### src/rtl/bcd_display_scan_pkg.sv
// Shared constants for the four-digit BCD scanner: digit geometry and
// active-low seven-segment codes ordered {g,f,e,d,c,b,a}.
package bcd_display_scan_pkg;

    localparam int unsigned NUM_DIGITS = 4;
    localparam int unsigned DIGIT_W    = 4;
    localparam int unsigned IDX_W      = $clog2(NUM_DIGITS);
    localparam int unsigned WORD_W     = NUM_DIGITS * DIGIT_W;

    localparam logic [DIGIT_W-1:0] MAX_BCD = DIGIT_W'(9);

    typedef logic [6:0] seg_t;

    localparam seg_t SEG_0     = 7'b1000000;
    localparam seg_t SEG_1     = 7'b1111001;
    localparam seg_t SEG_2     = 7'b0100100;
    localparam seg_t SEG_3     = 7'b0110000;
    localparam seg_t SEG_4     = 7'b0011001;
    localparam seg_t SEG_5     = 7'b0010010;
    localparam seg_t SEG_6     = 7'b0000010;
    localparam seg_t SEG_7     = 7'b1111000;
    localparam seg_t SEG_8     = 7'b0000000;
    localparam seg_t SEG_9     = 7'b0010000;
    localparam seg_t SEG_DASH  = 7'b0111111;
    localparam seg_t SEG_BLANK = 7'b1111111;

    // True when any nibble of the word is not a legal BCD digit.
    function automatic logic any_invalid(input logic [WORD_W-1:0] word);
        logic bad;
        bad = 1'b0;
        for (int unsigned i = 0; i < NUM_DIGITS; i++) begin
            if (word[i*DIGIT_W +: DIGIT_W] > MAX_BCD) begin
                bad = 1'b1;
            end
        end
        return bad;
    endfunction

endpackage

### src/rtl/bcd_display_scan_seg7.sv
// Combinational BCD to active-low seven-segment decoder; non-BCD values
// show a dash, and the blank flag overrides everything.
module bcd_to_seg7
    import bcd_display_scan_pkg::*;
(
    input  logic [DIGIT_W-1:0] digit,
    input  logic               blank,
    output logic [6:0]         seg
);

    always_comb begin
        seg = SEG_DASH;
        if (blank) begin
            seg = SEG_BLANK;
        end else begin
            case (digit)
                4'd0:    seg = SEG_0;
                4'd1:    seg = SEG_1;
                4'd2:    seg = SEG_2;
                4'd3:    seg = SEG_3;
                4'd4:    seg = SEG_4;
                4'd5:    seg = SEG_5;
                4'd6:    seg = SEG_6;
                4'd7:    seg = SEG_7;
                4'd8:    seg = SEG_8;
                4'd9:    seg = SEG_9;
                default: seg = SEG_DASH;
            endcase
        end
    end

endmodule

### src/rtl/bcd_display_scan.sv
// Multiplexed four-digit BCD display driver with optional leading-zero
// blanking and an invalid-digit flag; an and seg are registered together.
module bcd_display_scan
    import bcd_display_scan_pkg::*;
#(
    parameter int unsigned REFRESH_DIV = 4,
    parameter bit          BLANK_LZ    = 1'b1
) (
    input  logic                  clk,
    input  logic                  rst,
    input  logic                  load,
    input  logic [WORD_W-1:0]     bcd_in,
    output logic [6:0]            seg,
    output logic [NUM_DIGITS-1:0] an,
    output logic                  err
);

    localparam int unsigned CNT_W = $clog2(REFRESH_DIV);
    localparam logic [CNT_W-1:0] CNT_LAST = CNT_W'(REFRESH_DIV - 1);

    logic [CNT_W-1:0]                   cnt;
    logic [IDX_W-1:0]                   idx;
    logic [IDX_W-1:0]                   idx_next;
    logic                               cnt_wrap;
    logic [NUM_DIGITS-1:0][DIGIT_W-1:0] digits;
    logic [WORD_W-1:0]                  digit_word;
    logic [DIGIT_W-1:0]                 sel_digit;
    logic                               sel_blank;
    logic [NUM_DIGITS-1:0]              an_next;
    seg_t                               seg_next;

    // an/seg are built from the index the register is about to hold, so the
    // enable and its segment pattern both switch on the advance edge.
    always_comb begin
        cnt_wrap   = (cnt == CNT_LAST);
        idx_next   = cnt_wrap ? idx + 1'b1 : idx;
        digit_word = digits;
        sel_digit  = digits[idx_next];
        an_next    = ~(NUM_DIGITS'(1) << idx_next);
        sel_blank  = 1'b0;
        // Blank when this digit and every higher one is zero; digit0 always lit.
        if (BLANK_LZ && (idx_next != '0)) begin
            sel_blank = ((digit_word >> (DIGIT_W * idx_next)) == '0);
        end
    end

    bcd_to_seg7 u_dec (
        .digit (sel_digit),
        .blank (sel_blank),
        .seg   (seg_next)
    );

    always_ff @(posedge clk) begin
        if (rst) begin
            cnt    <= '0;
            idx    <= '0;
            digits <= '0;
            err    <= 1'b0;
            an     <= ~NUM_DIGITS'(1);
            seg    <= SEG_0;
        end else begin
            cnt <= cnt_wrap ? '0 : cnt + 1'b1;
            idx <= idx_next;
            an  <= an_next;
            seg <= seg_next;
            if (load) begin
                digits <= bcd_in;
                err    <= any_invalid(bcd_in);
            end
        end
    end

endmodule
### config.mk
export PLATFORM = sky130hd
export DESIGN_NAME = bcd_display_scan
export DESIGN_NICKNAME = d
export VERILOG_FILES = /design/src/rtl/bcd_display_scan_pkg.sv /design/src/rtl/bcd_display_scan_seg7.sv /design/src/rtl/bcd_display_scan.sv
export SDC_FILE = /design/constraint.sdc
export NUM_CORES = 1
export LEC_CHECK = 0
export BUFFER_PORTS_ARGS = -buffer_cell sky130_fd_sc_hd__buf_2
export CORE_MARGIN = 3
export CORE_UTILIZATION = 35
export DETAILED_ROUTE_END_ITERATION = 10
export PLACE_DENSITY = 0.52
export SKIP_CTS_REPAIR_TIMING = 1
export SYNTH_ARGS = -nofsm -noshare
export SYNTH_HDL_FRONTEND = slang
export SYNTH_SLANG_ARGS = --single-unit
export TNS_END_PERCENT = 50
### constraint.sdc
create_clock -name clk -period 2.6 [get_ports clk]
set_input_delay 0.26 -clock clk [delete_from_list [all_inputs] [get_ports clk]]
set_output_delay 0.26 -clock clk [all_outputs]
set_load 0.005 [all_outputs]
# Word-level counts from Yosys, hierarchy flattened
# Memory sizes are Yosys's and may differ from the RTL's.
# Cells that the tools add are included.
# W data, S select, Z words.
# totals
output_inout_bits,12
register_bits,32
word_cells,35
in_bits,19
mem_count,1
rom_bits,112
# mem_list
name,depth,word_bits,read_ports,rd_ports_with_merged_regs,wr,line_no,rtl
(name not given),16,7,1,0,0,bcd_display_scan_seg7.sv:16,case (digit)
# classes
bitwise,1
n_eq_ne,1
n_mux,9
shift,2
n_addsub,2
reduce_logical,4
n_lt_le_gt_ge,5
# ops
cell,count
$gt A4 B4 Y1 const B,4
$logic_not A16 Y1,1
$shr A16 B4 Y16,1
$bmux W4 S2,1
$mux W6,1
$mux W1,5
$add A2 B1 Y2 const B,2
$mux W4,1
$not A4 Y4,1
$reduce_or A2 Y1,2
$shl A1 B2 Y4 const A,1
$lt A2 B3 Y1 const B,1
$eq A2 B2 Y1 const B,1
$mux W2,1
$reduce_bool A2 Y1,1

# Depth between registers and ports, before layout
# depth
word_depth,6
ltp_mapped,11
depth_no_buf,10

# Cells and area by module
# A second synthesis with hierarchy kept.
# hier_totals
cells_unflattened,162
hier_area_um2,1544.0
# by_module_without_submodules
mod,area_each_um2,seq_area_each_um2,n_inst,cells_each
bcd_display_scan,1308.8,640.6,1,127
bcd_to_seg7,235.2,0.0,1,35

# Worst setup path before layout
# OpenSTA, ideal clock, no wires.
# synth_timing
path_kind,reg2reg
from,register cnt[0]
to,register seg[0]
path_buffers,0
setup_slack_ns,0.334
required_ns,2.526
setup_time_ns,0.074
period_less_slack_ns,2.266
t_arrival_ns,2.191
path_stages_with_launch,11
cell_sequence,dfxtp_1 ha_1 or3b_1 a21oi_1 o32ai_4 inv_2 ha_1 nand3b_1 a211o_1 a21boi_2 a31oi_1
# synth_via
elab_chain_cells,6
elab_cells_between_ends,10
cone_classes,eq/ne: 1; shift: 1; mux: 5; reduce/logical: 2; memory: 1
# synth_lines
element,line_no,rtl
"start, declared",bcd_display_scan.sv:21,logic [CNT_W-1:0] cnt;
"start signal, assigned",bcd_display_scan.sv:62,cnt <= cnt_wrap ? '0 : cnt + 1'b1;
$eq A2 B2 Y1 (*),bcd_display_scan.sv:35,cnt_wrap = (cnt == CNT_LAST);
$mux W2 (*),bcd_display_scan.sv:36,idx_next = cnt_wrap ? idx + 1'b1 : idx;
$bmux W4 S2 or $shr A16 B4 Y16 (tied branches),"bcd_display_scan.sv:38, bcd_display_scan.sv:43",
$mux W4 (not written as such) or $logic_not A16 Y1 (tied branches),"bcd_display_scan.sv:38, bcd_display_scan.sv:43",
$mem_v2 Z16 W7 or $mux W1 (tied branches),--,
$mux W6 (*),bcd_display_scan_seg7.sv:13,if (blank) begin
"end signal, assigned",bcd_display_scan.sv:65,seg <= seg_next;
"end, declared",bcd_display_scan.sv:13,"output logic [6:0] seg,"
# Mark *: on every way between the ends. The rest lies on a longest branch, timed or not. The select of a mux whose other input is x is not followed.
# A chain may end at the register's enable or synchronous reset.

# Final worst setup path
# layout_timing
from,register cnt[0]
to,register seg[2]
# Same word-level chain as after synthesis.

==> out/metrics.yaml <==
period_needed_ns: 2.472
fp-row-count: 24
yosys_warnings: 0
worstSetupEndpointType: "register"
worst_pin_slew_ns: 0.5474
fillers: 431
initial_utilization: 0.3714
synth-main-ff-cell: "dfxtp_1"
hold_path_class: "in2reg"
cts_buffers: 5
clock_latency_ns: 0.28
nets: 237
swShare: 0.3010
comb_power_share: 0.258
drtPass1Iterations: 4
p_switching_mw: 0.3883
via_per_inst: 5.425
p_seq_frac: 0.440
relSlewSlack: 0.6351
wl_per_cell_um: 15.97
crit_fanout: 6
synth_seq_cells: 32
clock_power_share: 0.303
fin_area_um2: 1994
grt_max_degree: 31
synthTopCellsByCount: "32 x dfxtp_1, 29 x nor2_1, 19 x mux2i_1"
core_um2: 4474
drc_errors: 0
crit_chain: "ha_1 > or3b_1 > a21oi_1 > o32a_1 > ha_1 > nand3b_1 > a211o_1 > a21boi_4 > a21oi_1"
cts_tree: "yes"
area_growth_pct: 20.03
start_kind: "register"
root_buffer: "clkbuf_8"
critPathMaxStageDelay_ns: 0.44
cts_max_level: 2
slowest_stage: "or3b_1"
portBuffers: 30
netlist.area_leader.share: 0.3855
final.period_utilization: 0.9509
synth.most_common_cell: "dfxtp_1"
postSynthCellCount: 179
cp_top_family: "compound AO/OA/AOI/OAI gates"
clock-sinks: 32
final_max_slew_viol_count: 0
finalHoldViolCount: 0
holdWs_ns: 0.2115
gp_congestion: 1.169
grt_pass1_vias: 1353
num_vias: 1443
finalSetupTns_ns: 0
antenna_cells: 0
die_width_um: 74.90
routed_wl_um: 4249
ys_types: 49
drive_above_1_share: 0.2944
synth_edf_count: 0
grt_pass1_wl_um: 6782
antenna_found_initial: 0
ys_seq_area_frac: 0.3855
worst_slack_ns: 0.1276
finalSetupViolations: 0
final_cells: 266
dieArea_um2: 5610
cp.buffers_inverters: 0
ys_async_sr_fraction: 0
ant_nets: 0
synth.avg_cell_area_um2: 9.283
path_clk_slew_ns: 0.07
synth.area.top_cells: "dfxtp_1 39%, mux2i_1 11%, nor2_1 6.6%"
intPower_mw: 0.9017
grt_util_all_layers: 0.1635
maxCapViolations: 0
netlist_area_um2: 1662
power.total_mw: 1.290
dpl_cell_area_um2: 1872
post-place-ws_ns: 0.07986
die_h_um: 74.90
cp.arrival_ns: 2.67
cp.required_ns: 2.80
p_per_area_nw_per_um2: 646.8
gr-total-overflow: 0
status: "finished, final reports clean"
cts.path.max_buffers: 2
clock-skew-final_ns: 0.006384
drt-initial-drc-count: 110
ir_drop_mv: 0.3725
leakagePower_nw: 0.8414
syn-num-nets: 203
max_freq_mhz: 404.5
dp_hpwl_um: 3247
ioPinCount: 31
crit_type: "reg2reg"
final_util: 0.4457
synth_area_leader_cell: "dfxtp_1"
placed_cells: 257
-- power by group through the flow --
stage | combinational (mW) | sequential, mW | clock (mW)
2_1_floorplan | 0.220 | 0.571 | 0
3_3_place_gp | 0.310 | 0.577 | 0
3_5_place_dp | 0.319 | 0.578 | 0
4_1_cts | 0.320 | 0.568 | 0.405
5_1_grt | 0.366 | 0.573 | 0.424
6_report | 0.332 | 0.567 | 0.390
-- routing by layer --
| layer | part of all wire | GRT usage | up-vias | wire [um] |
|---|---|---|---|---|
| li1 | - | - | 715 | - |
| met1 | 0.45 | 0.2124 | 676 | 1927 |
| met2 | 0.48 | 0.2563 | 42 | 2026 |
| met3 | 0.053 | 0.04406 | 10 | 227 |
| met4 | 0.016 | 0.06719 | 0 | 68 |
| met5 | 0 | 0 | - | 0 |
-- layout make-up --
class | instances | area [um2] | share of cell area
inverter | 3 | 11.26 | 0.005646
sequential | 32 | 641.9 | 0.3218
clock inverter | 2 | 10.01 | 0.005019
tap | 52 | 65.06 | 0.03262
multi-input combinational | 133 | 973.4 | 0.4881
clock buffer | 6 | 82.58 | 0.04141
timing repair buffer | 38 | 210.2 | 0.1054
-- worst min-delay path: cells and delay by family --
family                 cells  cell delay, ns
buffers and inverters      1            0.08
muxes                      1            0.05
and+or+nand+nor            1            0.07
-- path summary, 6_finish.rpt --
path                                         from                          to  slack (ns)  cells after the start
worst max register to register  cnt[0]$_SDFF_PP0_           seg[2]$_SDFF_PP0_        0.13                      9
worst max-delay path            cnt[0]$_SDFF_PP0_           seg[2]$_SDFF_PP0_        0.13                      9
worst min register to register  cnt[0]$_SDFF_PP0_           cnt[0]$_SDFF_PP0_        0.47                      1
worst min-delay path                    bcd_in[4]  digit_word[4]$_SDFFE_PP0P_        0.21                      3
-- sequential cells by signal (all words and copies together), names as in the netlist --
signal / count
an: 4
cnt: 2
digit_word: 16
err: 1
idx: 2
seg: 7
-- cell usage in the layout (no fill, tap or decap), types with 2 or more instances in the layout --
cell type,synthesis,final
clkbuf_8,0,6
or3_1,2,2
clkinv_2,0,2
o21ai_1,2,2
nand2_1,9,8
buf_4,1,8
buf_2,4,30
mux2i_1,19,19
a21oi_2,1,2
a211oi_1,6,5
o41ai_1,2,2
o221ai_2,2,2
nor2_1,29,29
o21ai_0,6,6
a211o_1,3,3
a21oi_1,9,8
xnor2_1,3,3
ha_1,5,4
inv_1,2,2
nor3_1,6,6
a31oi_1,2,2
dfxtp_1,32,31
nand2b_1,3,3
-- cells by family (layout without fill, tap and decap cells) --
kind of cell / after synthesis / after routing / synth area share
XOR/XNOR: 4 / 4 / 0.02561
multiplexers: 21 / 21 / 0.1348
AO/OA/AOI/OAI: 42 / 42 / 0.1981
adder cells (fa/ha/maj): 5 / 5 / 0.03765
buffers and inverters: 14 / 49 / 0.04141
flip-flops: 32 / 32 / 0.3855
AND/OR/NAND/NOR: 61 / 61 / 0.1770
Power figures use the tool's default switching activity.
